### config.mk
export PLATFORM = sky130hd
export DESIGN_NAME = uart_rx_pkt_ctrl
export DESIGN_NICKNAME = d
export VERILOG_FILES = /design/src/rtl/uart_rx_pkt_ctrl.sv
export SDC_FILE = /design/constraint.sdc
export NUM_CORES = 1
export LEC_CHECK = 0
export ABC_CLOCK_PERIOD_IN_PS = 5700
export BUFFER_PORTS_ARGS = -buffer_cell sky130_fd_sc_hd__buf_2
export CAP_MARGIN = 20
export CORE_MARGIN = 4
export CORE_UTILIZATION = 66
export DETAILED_ROUTE_END_ITERATION = 12
export GPL_ROUTABILITY_DRIVEN = 1
export PLACE_DENSITY = 0.81
export SLEW_MARGIN = 20
export SYNTH_ARGS = -nofsm -noshare
export SYNTH_HDL_FRONTEND = slang
export SYNTH_SLANG_ARGS = --single-unit
### constraint.sdc
create_clock -name clk -period 5.7 [get_ports clk]
set_clock_uncertainty 0.15 [all_clocks]
set_input_delay 1.14 -clock clk [delete_from_list [all_inputs] [get_ports clk]]
set_output_delay 1.14 -clock clk [all_outputs]
set_load 0.02 [all_outputs]
### src/rtl/uart_rx_pkt_ctrl.sv
// Packet sequencer behind the UART byte receiver: sync/len/payload/checksum,
// buffers the payload and streams it out only when the checksum is good.
module uart_rx_pkt_ctrl #(
    parameter logic [7:0] SYNC_BYTE   = 8'hA5,
    parameter int         MAX_LEN     = 8,
    parameter int         TIMEOUT_CYC = 200
) (
    input  logic       clk,
    input  logic       rst,
    input  logic [7:0] rx_data,
    input  logic       rx_valid,
    input  logic       rx_err,
    output logic [7:0] out_data,
    output logic       out_valid,
    input  logic       out_ready,
    output logic       out_last,
    output logic       pkt_ok,
    output logic       chk_err,
    output logic       len_err,
    output logic       tmo_err,
    output logic       frm_err,
    output logic [7:0] drop_cnt
);

    localparam int TW = $clog2(TIMEOUT_CYC + 1);
    localparam logic [7:0]    MAXL  = 8'(MAX_LEN);
    localparam logic [TW-1:0] TLAST = TW'(TIMEOUT_CYC - 1);

    typedef enum logic [2:0] {IDLE, LEN, PAYLOAD, CHK, DRAIN} state_t;

    state_t        state, state_n;
    logic [3:0]    len, len_n, idx, idx_n, rd, rd_n;
    logic [7:0]    sum, sum_n, drop_n, odata_n;
    logic [TW-1:0] tcnt, tcnt_n;
    logic          ovalid_n, olast_n, wr_en;
    logic          ok_n, chk_n, len_e_n, tmo_n, frm_n;
    logic [7:0]    mem [16];

    always_comb begin
        state_n  = state;
        len_n    = len;
        idx_n    = idx;
        rd_n     = rd;
        sum_n    = sum;
        drop_n   = drop_cnt;
        odata_n  = out_data;
        ovalid_n = out_valid;
        olast_n  = out_last;
        tcnt_n   = rx_valid ? '0 : tcnt + 1'b1;
        wr_en    = 1'b0;
        ok_n     = 1'b0;
        chk_n    = 1'b0;
        len_e_n  = 1'b0;
        tmo_n    = 1'b0;
        frm_n    = 1'b0;
        unique case (state)
            IDLE: begin
                tcnt_n = '0;
                if (rx_valid && rx_data == SYNC_BYTE)
                    state_n = LEN;
            end
            LEN, PAYLOAD, CHK: begin
                // framing error beats a coincident byte; a byte beats expiry
                if (rx_err) begin
                    frm_n   = 1'b1;
                    state_n = IDLE;
                end else if (rx_valid) begin
                    if (state == LEN) begin
                        if (rx_data == 8'd0 || rx_data > MAXL) begin
                            len_e_n = 1'b1;
                            state_n = IDLE;
                        end else begin
                            len_n   = rx_data[3:0];
                            sum_n   = rx_data;
                            idx_n   = '0;
                            state_n = PAYLOAD;
                        end
                    end else if (state == PAYLOAD) begin
                        wr_en = 1'b1;
                        sum_n = sum + rx_data;
                        idx_n = idx + 4'd1;
                        if (idx == len - 4'd1)
                            state_n = CHK;
                    end else if (8'(sum + rx_data) == 8'd0) begin
                        ok_n     = 1'b1;
                        rd_n     = '0;
                        ovalid_n = 1'b1;
                        odata_n  = mem[0];
                        olast_n  = (len == 4'd1);
                        state_n  = DRAIN;
                    end else begin
                        chk_n   = 1'b1;
                        state_n = IDLE;
                    end
                end else if (tcnt == TLAST) begin
                    tmo_n   = 1'b1;
                    state_n = IDLE;
                end
            end
            DRAIN: begin
                tcnt_n = '0;
                if (rx_valid && drop_cnt != 8'hFF)
                    drop_n = drop_cnt + 8'd1;
                if (out_ready) begin
                    if (out_last) begin
                        ovalid_n = 1'b0;
                        olast_n  = 1'b0;
                        state_n  = IDLE;
                    end else begin
                        rd_n    = rd + 4'd1;
                        odata_n = mem[rd + 4'd1];
                        olast_n = (rd + 4'd1 == len - 4'd1);
                    end
                end
            end
            default: state_n = IDLE;
        endcase
    end

    always_ff @(posedge clk or posedge rst) begin
        if (rst) begin
            state     <= IDLE;
            len       <= '0;
            idx       <= '0;
            rd        <= '0;
            sum       <= '0;
            tcnt      <= '0;
            drop_cnt  <= '0;
            out_data  <= '0;
            out_valid <= 1'b0;
            out_last  <= 1'b0;
            pkt_ok    <= 1'b0;
            chk_err   <= 1'b0;
            len_err   <= 1'b0;
            tmo_err   <= 1'b0;
            frm_err   <= 1'b0;
        end else begin
            state     <= state_n;
            len       <= len_n;
            idx       <= idx_n;
            rd        <= rd_n;
            sum       <= sum_n;
            tcnt      <= tcnt_n;
            drop_cnt  <= drop_n;
            out_data  <= odata_n;
            out_valid <= ovalid_n;
            out_last  <= olast_n;
            pkt_ok    <= ok_n;
            chk_err   <= chk_n;
            len_err   <= len_e_n;
            tmo_err   <= tmo_n;
            frm_err   <= frm_n;
        end
    end

    always_ff @(posedge clk) begin
        if (wr_en)
            mem[idx] <= rx_data;
    end

endmodule

==> results of run 1 <==
==> Yosys cell counts, types with 6 or more instances <==
cell / n
sky130_fd_sc_hd__inv_1: 17
sky130_fd_sc_hd__dfrtp_1: 54
sky130_fd_sc_hd__nor4_1: 7
sky130_fd_sc_hd__clkbuf_1: 11
sky130_fd_sc_hd__buf_2: 6
sky130_fd_sc_hd__edfxtp_1: 128
sky130_fd_sc_hd__mux2i_1: 10
sky130_fd_sc_hd__a21oi_1: 7
sky130_fd_sc_hd__xnor2_1: 14
sky130_fd_sc_hd__ha_1: 16
sky130_fd_sc_hd__nor2_1: 35
sky130_fd_sc_hd__nor2b_1: 11
sky130_fd_sc_hd__nand3_1: 18
sky130_fd_sc_hd__nor3_1: 18
sky130_fd_sc_hd__a221o_1: 7
sky130_fd_sc_hd__xor2_1: 16
sky130_fd_sc_hd__mux4_2: 33
sky130_fd_sc_hd__o21ai_0: 13
sky130_fd_sc_hd__nand2_1: 31
sky130_fd_sc_hd__a211oi_1: 18
==> per-stage QoR <==
step	cells	area [µm²]	power (W)	hold slack, ps	util
after floorplan	540	8080	0.00189	275	-
after global placement	714	8450	0.00198	287	0.704
after detailed placement	714	8450	0.00200	309	0.704
after CTS	746	9000	0.00309	317	0.749
after global routing	746	9000	0.00322	360	0.749
final	746	9000	0.00308	314	0.749
==> cells in the final DEF (no fill, tap or decap), types with 10 or more instances in the layout <==
cell | synthesis | layout
sky130_fd_sc_hd__mux2i_1 | 10 | 10
sky130_fd_sc_hd__buf_2 | 6 | 35
sky130_fd_sc_hd__a211oi_1 | 18 | 18
sky130_fd_sc_hd__nand2_1 | 31 | 31
sky130_fd_sc_hd__nor2b_1 | 11 | 11
sky130_fd_sc_hd__nand3_1 | 18 | 18
sky130_fd_sc_hd__ha_1 | 16 | 15
sky130_fd_sc_hd__o21ai_0 | 13 | 13
sky130_fd_sc_hd__nor3_1 | 18 | 18
sky130_fd_sc_hd__xor2_1 | 16 | 15
sky130_fd_sc_hd__clkbuf_16 | 0 | 17
sky130_fd_sc_hd__dfrtp_1 | 54 | 53
sky130_fd_sc_hd__nor2_1 | 35 | 35
sky130_fd_sc_hd__xnor2_1 | 14 | 14
sky130_fd_sc_hd__edfxtp_1 | 128 | 128
sky130_fd_sc_hd__inv_1 | 17 | 16
sky130_fd_sc_hd__mux4_2 | 33 | 33
sky130_fd_sc_hd__buf_4 | 3 | 15
==> state kept, by name, summed over array words and instances (netlist names), 3 cells and up <==
register  cells
out_data      8
mem         128
state         3
rd            4
sum           8
tcnt          8
idx           4
drop_cnt      8
len           4
==> logic make-up after synthesis <==
| logic type | count (synthesis) | synth area share |
|---|---|---|
| adder cells (fa/ha/maj) | 17 | 0.0273 |
| flip-flops | 182 | 0.643 |
| buffers and inverters | 40 | 0.0228 |
| AND/OR/NAND/NOR | 147 | 0.0906 |
| XOR/XNOR | 30 | 0.0325 |
| AO/OA/AOI/OAI | 77 | 0.0736 |
| multiplexers | 47 | 0.110 |
==> worst min path at each step <==
stage           startpoint          end  slack (ps)  cells after the start
2_1_floorplan      tcnt[0]      tcnt[0]         280                      1
3_3_place_gp       tcnt[0]      tcnt[0]         290                      1
3_5_place_dp       tcnt[0]      tcnt[0]         310                      1
4_1_cts            tcnt[0]      tcnt[0]         320                      1
5_1_grt        drop_cnt[7]  drop_cnt[7]         360                      1
6_report           tcnt[0]      tcnt[0]         310                      1
==> layout make-up <==
type	instances	area [µm²]
flip-flops and latches	182	5200
fillers	730	3010
multi-input cells	318	2720
clock buffers	21	440
repair buffers	50	288
well taps	147	184
clock inverters	11	109
inverters	17	63.8
==> power groups by stage <==
stage	clock (W)	combinational [W]	sequential, W
floorplan	0	0.000368	0.00152
global placement	0	0.000457	0.00153
detailed placement	0	0.000471	0.00153
CTS	0.00111	0.000476	0.00150
global route	0.00118	0.000532	0.00151
finish	0.00110	0.000478	0.00150
==> metal layers <==
metal | vias up | global-route usage | part of all wire
li1 | 2175 | - | -
met1 | 2431 | 0.359 | 0.39
met4 | 0 | 0.104 | 0.032
met2 | 220 | 0.435 | 0.51
met3 | 44 | 0.0440 | 0.066
met5 | - | 0 | 0
==> worst reg2reg max path, delay by kind of cell (launching register included) <==
family | cells | cell delay (ps)
DFF | 1 | 380
adders and majority gates | 2 | 640
AOI/OAI and AO/OA | 6 | 1920
==> results_tabular.tex, run 1 <==
\begin{tabular}{lr}
\hline
Metric & Value \\
\hline
\multicolumn{2}{l}{\textbf{Synth}} \\
Post-synthesis async set-or-reset flop share & 0.297 \\
Number of enable-type register cells in the synthesized netlist & 128 \\
Mean post-synth cell area & 15.0 µm² \\
Unique cell type count in the Yosys netlist & 57 \\
Gate count after technology mapping & 540 \\
Post-synthesis instance area & 0.00808 mm² \\
Synth top area share & 0.476 \\
Primary flip-flop cell chosen by synthesis mapping & sky130\_fd\_sc\_hd\_\_edfxtp\_1 \\
Count of yosys warnings during synthesis & 0 \\
Number of synthesized register bits & 182 \\
Cell types occupying the most area after synthesis & sky130\_fd\_sc\_hd\_\_edfxtp\_1 (48\%), sky130\_fd\_sc\_hd\_\_dfrtp\_1 (17\%), sky130\_fd\_sc\_hd\_\_mux4\_2 (9.2\%) \\
Share of the yosys chip area belonging to registers & 0.643 \\
Post-synth net total & 570 \\
Post-synth top area cell & sky130\_fd\_sc\_hd\_\_edfxtp\_1 \\
\multicolumn{2}{l}{\textbf{CTS}} \\
CTS max path bufs & 2 \\
Register clock-pin slew on the reported worst setup and hold paths & 60 ps \\
Resized cells post-CTS & 0 \\
CTS Buf Count & 17 \\
Clock sink count & 182 \\
CTS H-Tree Depth & 4 \\
CTS Root Buffer Type & sky130\_fd\_sc\_hd\_\_clkbuf\_16 \\
Clock insertion delay at the later pin of the skew report & 420 ps \\
Setup repair bufs after CTS & 0 \\
Number of buffers inserted for hold repair after clock tree synthesis & 0 \\
Clock tree from TritonCTS & built \\
\multicolumn{2}{l}{\textbf{Global route}} \\
Via count of the first global-routing pass & 4939 \\
Initial antenna violation count & 0 \\
First-pass GRT wire length & 28000 µm \\
Maximum number of pins on one net before global-route repair & 55 \\
Grt total ovfl & 0 \\
Global Route Usage Sum & 0.265 \\
\multicolumn{2}{l}{\textbf{Worst setup path}} \\
Count of buffer and inverter cells on the critical path & 1 \\
WS Path Type & primary input to flip-flop \\
Worst reg-to-reg setup slack & 2510 ps \\
Max incr delay on CP & 500 ps \\
Slowest stage cell on the critical path & sky130\_fd\_sc\_hd\_\_a2111oi\_4 \\
Required time of the critical path & 5860 ps \\
Chain of cells forming the critical path & buf\_2 > ha\_1 > fa\_1 > a211oi\_1 > o21ba\_2 > o22ai\_1 > a2111oi\_4 > a21boi\_2 > a221o\_1 \\
Critical R2R Launch & sum[0] \\
Arrival time at the worst endpoint & 4000 ps \\
Top fanout value on the critical path & 22 \\
Endpoint type of the worst setup path & flip-flop \\
Type of origin of the critical path & primary input \\
Last element of the critical path & out\_data[1] \\
Top delay family on crit path & compound AO/OA/AOI/OAI gates \\
Worst reg-to-reg path cell count & 8 \\
Terminus of the critical flop-to-flop path & out\_data[1] \\
Cell depth of the worst setup path & 9 \\
First element of the critical path & rx\_data[0] \\
\multicolumn{2}{l}{\textbf{Run}} \\
Number of maximum-capacitance violations & 0 \\
\multicolumn{2}{l}{\textbf{Place}} \\
IO buf count & 35 \\
RD Place Congestion & 0.863 \\
Total half-perimeter wirelength after legalization and detailed placement & 10800 µm \\
Post-Place Worst Slack & 1460 ps \\
\multicolumn{2}{l}{\textbf{Final layout}} \\
Area grow syn2layout & 11.4\% \\
Final Net Count & 616 \\
Number of diodes added for antenna fixing & 0 \\
Share of cells above drive strength 1 & 0.210 \\
\multicolumn{2}{l}{\textbf{Min path}} \\
Path class of the lowest-slack min-delay path & flip-flop to flip-flop \\
\multicolumn{2}{l}{\textbf{Pwr}} \\
Share of power burned in the clock network & 0.357 \\
Part of the power in combinational logic & 0.155 \\
Sw Share & 0.256 \\
Net Switching & 0.000789 W \\
Worst ir drop on vdd & 176 µV \\
Cell-internal power & 0.00229 W \\
Power density over cell area & 342 mW/mm² \\
Leakage power & 3.38 nW \\
Portion of total power attributed to sequential cells & 0.488 \\
\multicolumn{2}{l}{\textbf{STA}} \\
Unrepaired setup endpoints after global routing & false \\
Transition time at the pin with the least slew margin & 1040 ps \\
Setup Viol. Count Final & 0 \\
Final Critical Period & 3840 ps \\
Accumulated negative setup slack & 0 ps \\
Final Cycle Share & 0.674 \\
Final Worst Setup Slack & 1860 ps \\
Slew Limit Headroom & 0.304 \\
Max-slew violation total from the final report & 0 \\
Number of endpoints with negative hold slack in the final report & 0 \\
Peak clock frequency supported by timing & 0.260 GHz \\
\multicolumn{2}{l}{\textbf{Detailed routing}} \\
Per-cell routed wire length & 23.3 µm \\
Drt drc & 0 \\
Vias per cell & 6.53 \\
Number of detailed-route iterations in the first pass & 6 \\
Total number of vias & 4870 \\
Total Routed Length & 17400 µm \\
Antenna Nets Post-Route & 0 \\
1st-iter DRT viols & 457 \\
\multicolumn{2}{l}{\textbf{Die}} \\
Effective utilization at floorplan & 0.672 \\
Die boundary height & 119 µm \\
Die width & 119 µm \\
Number of rows in the core area & 40 \\
Die Footprint & 0.0141 mm² \\
Core Area & 0.0120 mm² \\
I/O pins & 36 \\
\multicolumn{2}{l}{\textbf{Outcome}} \\
Status & completed \\
\hline
\end{tabular}
(Power assumes the default switching activity.)
==> inputs of run 2 (changes only) <==
Settings changed: ABC_CLOCK_PERIOD_IN_PS 5700 to 3950, CORE_UTILIZATION 66 to 61, PLACE_DENSITY 0.81 to 0.75.
Clock period 5.7 ns to 3.95 ns, I/O delays scaled along.
==> run 2 against run 1 <==
Net effect: flip-flop and latch count did not move; clock power rose by 48%; clock-buffer cell count fell by 1; power rose by 46%; highest routed layer unchanged.
==> results_tabular.tex, run 2 (synthesis results as in run 1) <==
\begin{tabular}{lr}
\hline
Metric & Value \\
\hline
\multicolumn{2}{l}{\textbf{CTS}} \\
Resized cells post-CTS & 0 (unchanged) \\
Number of buffers inserted for hold repair after clock tree synthesis & 0 (unchanged) \\
Clock tree from TritonCTS & built (unchanged) \\
Setup repair bufs after CTS & 0 (unchanged) \\
Clock insertion delay at the later pin of the skew report & 430 ps (was 420 ps) \\
CTS max path bufs & 2 (unchanged) \\
Register clock-pin slew on the reported worst setup and hold paths & 60 ps (about the same) \\
Clock sink count & 182 (unchanged) \\
CTS Buf Count & 17 (unchanged) \\
CTS Root Buffer Type & sky130\_fd\_sc\_hd\_\_clkbuf\_16 (unchanged) \\
CTS H-Tree Depth & 4 (unchanged) \\
\multicolumn{2}{l}{\textbf{Final layout}} \\
Share of cells above drive strength 1 & 0.220 (was 0.210) \\
Final Cell Area & 0.00911 mm² (was 0.00900 mm²) \\
Final Net Count & 625 (was 616) \\
Reg with most FFs & mem (unchanged) \\
Area of the multi-input gates & 0.00272 mm² (about the same) \\
FF/Latch Area & 0.00520 mm² (unchanged) \\
Fill cell instance count of the final layout & 829 (was 730) \\
Most common library cell in the layout ignoring fill and taps & sky130\_fd\_sc\_hd\_\_edfxtp\_1 (unchanged) \\
Top library cells by usage in the layout, fill and taps aside & sky130\_fd\_sc\_hd\_\_edfxtp\_1 (128), sky130\_fd\_sc\_hd\_\_dfrtp\_1 (53), sky130\_fd\_sc\_hd\_\_nor2\_1 (35), sky130\_fd\_sc\_hd\_\_buf\_2 (35), sky130\_fd\_sc\_hd\_\_mux4\_2 (33) (unchanged) \\
Number of diodes added for antenna fixing & 0 (unchanged) \\
Area grow syn2layout & 12.8\% (was 11.4\%) \\
Max reg flops & 128 (unchanged) \\
\multicolumn{2}{l}{\textbf{Die}} \\
Core Area & 0.0128 mm² (was 0.0120 mm²) \\
Die Footprint & 0.0151 mm² (was 0.0141 mm²) \\
Die width & 123 µm (was 119 µm) \\
Effective utilization at floorplan & 0.632 (was 0.672) \\
Die boundary height & 123 µm (was 119 µm) \\
I/O pins & 36 (unchanged) \\
Number of rows in the core area & 41 (was 40) \\
\multicolumn{2}{l}{\textbf{STA}} \\
Number of endpoints with negative hold slack in the final report & 0 (unchanged) \\
Transition time at the pin with the least slew margin & 945 ps (was 1040 ps) \\
Max-slew violation total from the final report & 0 (unchanged) \\
Final Critical Period & 3250 ps \\
Accumulated negative setup slack & 0 ps (unchanged) \\
Peak clock frequency supported by timing & 0.307 GHz \\
Setup Viol. Count Final & 0 (unchanged) \\
Final Cycle Share & 0.823 \\
Unrepaired setup endpoints after global routing & false (unchanged) \\
Slew Limit Headroom & 0.369 (was 0.304) \\
\multicolumn{2}{l}{\textbf{Detailed routing}} \\
Total Routed Length & 17100 µm (was 17400 µm) \\
Drt drc & 0 (unchanged) \\
Vias per cell & 6.24 (was 6.53) \\
1st-iter DRT viols & 406 (was 457) \\
Total number of vias & 4870 (unchanged) \\
Per-cell routed wire length & 21.9 µm (was 23.3 µm) \\
Number of detailed-route iterations in the first pass & 5 (was 6) \\
Antenna Nets Post-Route & 0 (unchanged) \\
\multicolumn{2}{l}{\textbf{Pwr}} \\
Post-layout power & 0.00449 W (was 0.00308 W) \\
Power density over cell area & 493 mW/mm² (was 342 mW/mm²) \\
Leakage power & 3.42 nW (was 3.38 nW) \\
Worst ir drop on vdd & 273 µV (was 176 µV) \\
\multicolumn{2}{l}{\textbf{Global route}} \\
Initial antenna violation count & 0 (unchanged) \\
First-pass GRT wire length & 26500 µm (was 28000 µm) \\
Global Route Usage Sum & 0.243 (was 0.265) \\
Via count of the first global-routing pass & 4923 (was 4939) \\
Grt total ovfl & 0 (unchanged) \\
Maximum number of pins on one net before global-route repair & 33 (was 55) \\
\multicolumn{2}{l}{\textbf{Worst setup path}} \\
Arrival time at the worst endpoint & 3420 ps (was 4000 ps) \\
Required time of the critical path & 4110 ps (was 5860 ps) \\
Top fanout value on the critical path & 8 (was 22) \\
WS Path Type & primary input to flip-flop (unchanged) \\
Worst reg-to-reg setup slack & 800 ps (was 2510 ps) \\
Type of origin of the critical path & primary input (unchanged) \\
Endpoint type of the worst setup path & flip-flop (unchanged) \\
\multicolumn{2}{l}{\textbf{Place}} \\
Total half-perimeter wirelength after legalization and detailed placement & 11200 µm (was 10800 µm) \\
RD Place Congestion & 0.865 (was 0.863) \\
IO buf count & 35 (unchanged) \\
Instance area after placement & 0.00855 mm² (was 0.00845 mm²) \\
\multicolumn{2}{l}{\textbf{Outcome}} \\
Status & completed (unchanged) \\
\multicolumn{2}{l}{\textbf{Min path}} \\
Path class of the lowest-slack min-delay path & primary input to asynchronous set/reset pin (was flip-flop to flip-flop) \\
\multicolumn{2}{l}{\textbf{Run}} \\
Number of maximum-capacitance violations & 0 (unchanged) \\
\hline
\end{tabular}
==> run 2: power by group <==
part | internal [W] | switching (W)
clock network | 0.000930 | 0.000697
registers | 0.00211 | 0.0000606
logic | 0.000289 | 0.000407
==> run 2: critical path: stages <==
cell                        delay, ps
sky130_fd_sc_hd__buf_2            110
sky130_fd_sc_hd__ha_1             230
sky130_fd_sc_hd__fa_1             420
sky130_fd_sc_hd__a211oi_1         460
sky130_fd_sc_hd__o21ba_2          230
sky130_fd_sc_hd__o22ai_1          110
sky130_fd_sc_hd__a2111oi_4        460
sky130_fd_sc_hd__a21boi_2         240
sky130_fd_sc_hd__a221o_1          360
==> run 2: path summary, 6_finish.rpt <==
kind / startpoint / end / cells past startpoint
max in group asynchronous: rst / out_data[5] / 3
setup / recovery: rx_data[0] / out_data[2] / 9
setup reg to reg: sum[0] / out_data[2] / 8
hold reg to reg: tcnt[0] / tcnt[0] / 1
hold / removal: rst / tmo_err / 2
min in group clk: tcnt[0] / tcnt[0] / 1
==> run 2: through the flow <==
stage | hold WS, ps | utilization | cells | worst slack, ps
final | 229 | 0.713 | 780 | 697
after global placement | 290 | 0.669 | 748 | 350
after detailed placement | 308 | 0.669 | 748 | 272
after CTS | 231 | 0.713 | 780 | 722
after global routing | 271 | 0.713 | 780 | 558
after floorplan | 275 | - | 540 | 746
==> run 2: layout make-up <==
class / count / share of cell area
sequential: 182 / 0.570
tap: 172 / 0.0236
timing repair buffer: 59 / 0.0390
multi-input combinational: 318 / 0.298
clock inverter: 12 / 0.0141
inverter: 17 / 0.00700
clock buffer: 20 / 0.0479
==> run 2: per-layer routing <==
layer	vias to the layer above	global-route usage	routed length [µm]
met5	-	0	0
met4	0	0.125	637
met3	43	0.0586	1200
met2	200	0.390	8390
met1	2434	0.312	6830
li1	2193	-	-
==> inputs of run 3 (changes only) <==
Settings changed: ABC_CLOCK_PERIOD_IN_PS 3950 to 2600, CORE_UTILIZATION 61 to 55, PLACE_DENSITY 0.75 to 0.71.
Clock period 3.95 ns to 2.6 ns, I/O delays scaled along.
==> run 3 against run 2 <==
Net effect: the run now ends with negative setup slack left; via count grew 1.8%; global-route usage shrank 2.3 points; sequential share of layout area is 2.3 points lower; clock power increased by 48%; setup slack worse by 830 ps; combinational power rose by 85%; flip-flop and latch count unchanged; hold slack worse by 21 ps; largest power group unchanged; highest routed layer unchanged.
==> results_tabular.tex, run 3 (synthesis results as in run 1) <==
\begin{tabular}{lr}
\hline
Metric & Value \\
\hline
\multicolumn{2}{l}{\textbf{STA}} \\
Worst-case hold slack & 208 ps (was 229 ps) \\
Final Worst Setup Slack & -135 ps (was 697 ps) \\
Peak clock frequency supported by timing & 0.366 GHz \\
Unrepaired setup endpoints after global routing & true (was false) \\
Setup Viol. Count Final & 11 (was 0) \\
Final Critical Period & 2730 ps \\
Final Cycle Share & 1.05 \\
Max-slew violation total from the final report & 0 (unchanged) \\
Transition time at the pin with the least slew margin & 693 ps (was 945 ps) \\
Slew Limit Headroom & 0.537 (was 0.369) \\
Number of endpoints with negative hold slack in the final report & 0 (unchanged) \\
\multicolumn{2}{l}{\textbf{Die}} \\
Core Area & 0.0145 mm² (was 0.0128 mm²) \\
Die boundary height & 129 µm (was 123 µm) \\
Die Footprint & 0.0167 mm² (was 0.0151 mm²) \\
I/O pins & 36 (unchanged) \\
Number of rows in the core area & 44 (was 41) \\
Die width & 129 µm (was 123 µm) \\
Effective utilization at floorplan & 0.558 (was 0.632) \\
\multicolumn{2}{l}{\textbf{Worst setup path}} \\
Worst reg-to-reg setup slack & -130 ps (was 800 ps) \\
Chain of cells forming the critical path & ha\_4 > fa\_2 > a211oi\_4 > or4b\_4 > nand3\_4 > a2111oi\_4 > buf\_4 > a21boi\_4 > a221o\_1 (was buf\_2 > ha\_1 > fa\_1 > a211oi\_1 > o21ba\_2 > o22ai\_1 > a2111oi\_4 > a21boi\_2 > a221o\_1) \\
Max incr delay on CP & 410 ps (was 460 ps) \\
Terminus of the critical flop-to-flop path & out\_data[2] (unchanged) \\
Top delay family on crit path & compound AO/OA/AOI/OAI gates (unchanged) \\
Endpoint type of the worst setup path & flip-flop (unchanged) \\
WS Path Type & flip-flop to flip-flop (was primary input to flip-flop) \\
Critical R2R Launch & sum[0] (unchanged) \\
Arrival time at the worst endpoint & 2890 ps (was 3420 ps) \\
Top fanout value on the critical path & 8 (unchanged) \\
Required time of the critical path & 2760 ps (was 4110 ps) \\
Type of origin of the critical path & flip-flop (was primary input) \\
Slowest stage cell on the critical path & sky130\_fd\_sc\_hd\_\_dfrtp\_1 (was sky130\_fd\_sc\_hd\_\_a211oi\_1) \\
Worst reg-to-reg path cell count & 9 (was 8) \\
Count of buffer and inverter cells on the critical path & 1 (unchanged) \\
\multicolumn{2}{l}{\textbf{CTS}} \\
CTS Root Buffer Type & sky130\_fd\_sc\_hd\_\_clkbuf\_16 (unchanged) \\
Clock insertion delay at the later pin of the skew report & 430 ps (about the same) \\
Clock sink count & 182 (unchanged) \\
CTS H-Tree Depth & 4 (unchanged) \\
CTS Buf Count & 17 (unchanged) \\
Clock tree from TritonCTS & built (unchanged) \\
CTS max path bufs & 2 (unchanged) \\
Register clock-pin slew on the reported worst setup and hold paths & 70 ps (was 60 ps) \\
\multicolumn{2}{l}{\textbf{Final layout}} \\
FF/Latch Area & 0.00520 mm² (unchanged) \\
Share of cells above drive strength 1 & 0.283 (was 0.220) \\
Most common library cell in the layout ignoring fill and taps & sky130\_fd\_sc\_hd\_\_edfxtp\_1 (unchanged) \\
Fill cell instance count of the final layout & 1002 (was 829) \\
Final core utilization & 0.656 (was 0.713) \\
Area of the multi-input gates & 0.00278 mm² (was 0.00272 mm²) \\
Final Net Count & 663 (was 625) \\
Max reg flops & 128 (unchanged) \\
Area grow syn2layout & 17.7\% (was 12.8\%) \\
Top library cells by usage in the layout, fill and taps aside & sky130\_fd\_sc\_hd\_\_edfxtp\_1 (128), sky130\_fd\_sc\_hd\_\_buf\_4 (57), sky130\_fd\_sc\_hd\_\_dfrtp\_1 (53) (was sky130\_fd\_sc\_hd\_\_edfxtp\_1 (128), sky130\_fd\_sc\_hd\_\_dfrtp\_1 (53), sky130\_fd\_sc\_hd\_\_nor2\_1 (35), sky130\_fd\_sc\_hd\_\_buf\_2 (35), sky130\_fd\_sc\_hd\_\_mux4\_2 (33)) \\
Reg with most FFs & mem (unchanged) \\
Number of diodes added for antenna fixing & 0 (unchanged) \\
\multicolumn{2}{l}{\textbf{Run}} \\
Number of maximum-capacitance violations & 0 (unchanged) \\
\multicolumn{2}{l}{\textbf{Place}} \\
IO buf count & 35 (unchanged) \\
RD Place Congestion & 0.894 (was 0.865) \\
Total half-perimeter wirelength after legalization and detailed placement & 11900 µm (was 11200 µm) \\
\multicolumn{2}{l}{\textbf{Min path}} \\
Worst hold start & rx\_err \\
Worst Hold Path Cells & 2 \\
Hold endpoint & frm\_err \\
Path class of the lowest-slack min-delay path & primary input to flip-flop (was primary input to asynchronous set/reset pin) \\
\multicolumn{2}{l}{\textbf{Global route}} \\
First-pass GRT wire length & 27000 µm (was 26500 µm) \\
Grt total ovfl & 0 (unchanged) \\
Maximum number of pins on one net before global-route repair & 26 (was 33) \\
Via count of the first global-routing pass & 4967 (was 4923) \\
Initial antenna violation count & 0 (unchanged) \\
Global Route Usage Sum & 0.220 (was 0.243) \\
\multicolumn{2}{l}{\textbf{Outcome}} \\
Violated checks & negative setup slack \\
Status & finished, violations left (was completed) \\
\multicolumn{2}{l}{\textbf{Detailed routing}} \\
Per-cell routed wire length & 20.8 µm (was 21.9 µm) \\
Total number of vias & 4957 (was 4870) \\
Antenna Nets Post-Route & 0 (unchanged) \\
Number of detailed-route iterations in the first pass & 5 (unchanged) \\
Drt drc & 0 (unchanged) \\
1st-iter DRT viols & 461 (was 406) \\
Total Routed Length & 17300 µm (was 17100 µm) \\
Vias per cell & 5.97 (was 6.24) \\
\multicolumn{2}{l}{\textbf{Pwr}} \\
Worst ir drop on vdd & 410 µV (was 273 µV) \\
Power density over cell area & 736 mW/mm² (was 493 mW/mm²) \\
Leakage power & 3.65 nW (was 3.42 nW) \\
\hline
\end{tabular}
run 3: worst max path at each step:
stage	startpoint	slack (ps)	to	depth (start not counted)
5_1_grt	sum[0]	-220	out_data[5]	9
3_3_place_gp	rx_data[0]	-410	out_data[3]	9
4_1_cts	sum[0]	-140	out_data[2]	9
2_1_floorplan	rx_data[0]	-120	out_data[0]	8
6_report	sum[0]	-130	out_data[2]	9
3_5_place_dp	rx_data[0]	-460	out_data[2]	9
run 3: area by class of cell:
type,instances,share of cell area
clock buffers,18,0.0452
flip-flops and latches,182,0.547
well taps,184,0.0242
multi-input cells,319,0.293
clock inverters,14,0.0133
inverters,17,0.00671
repair buffers,96,0.0708
run 3: what timing repair did:
item | in CTS | in global routing
gates cloned | 1 | 0
setup buffers | 1 | 0
endpoints found under the hold margin | 20 | 0
setup endpoints to repair | 14 | 14
resized for setup | 6 | 3
hold buffers | 1 | 0
pin swaps | 14 | 4
run 3: worst register-to-register path: stages, from the launching register on:
cell,delay (ps)
sky130_fd_sc_hd__dfrtp_1,410
sky130_fd_sc_hd__ha_4,180
sky130_fd_sc_hd__fa_2,380
sky130_fd_sc_hd__a211oi_4,290
sky130_fd_sc_hd__or4b_4,200
sky130_fd_sc_hd__nand3_4,70
sky130_fd_sc_hd__a2111oi_4,330
sky130_fd_sc_hd__buf_4,190
sky130_fd_sc_hd__a21boi_4,100
sky130_fd_sc_hd__a221o_1,310
run 3: stage by stage:
stage	cell area [µm²]	setup TNS (ps)	power, W	worst slack, ps	std cells
global placement	8880	-4570	0.00455	-415	795
finish	9500	-949	0.00700	-135	830
floorplan	8100	-896	0.00416	-121	540
detailed placement	8880	-4890	0.00459	-456	795
CTS	9490	-1040	0.00701	-142	830
global route	9500	-2170	0.00730	-221	830
run 3: layer usage:
metal	up-vias	track usage	routed length, µm
met5	-	0	0
met4	0	0.0902	584
met3	35	0.0515	1090
met2	189	0.350	8440
met1	2467	0.296	7130
li1	2266	-	-
run 3: power by group:
| group | switching [W] | internal [W] |
|---|---|---|
| combinational | 0.000696 | 0.000594 |
| clock | 0.00108 | 0.00133 |
| sequential | 0.0000953 | 0.00320 |
| total | 0.00188 | 0.00512 |
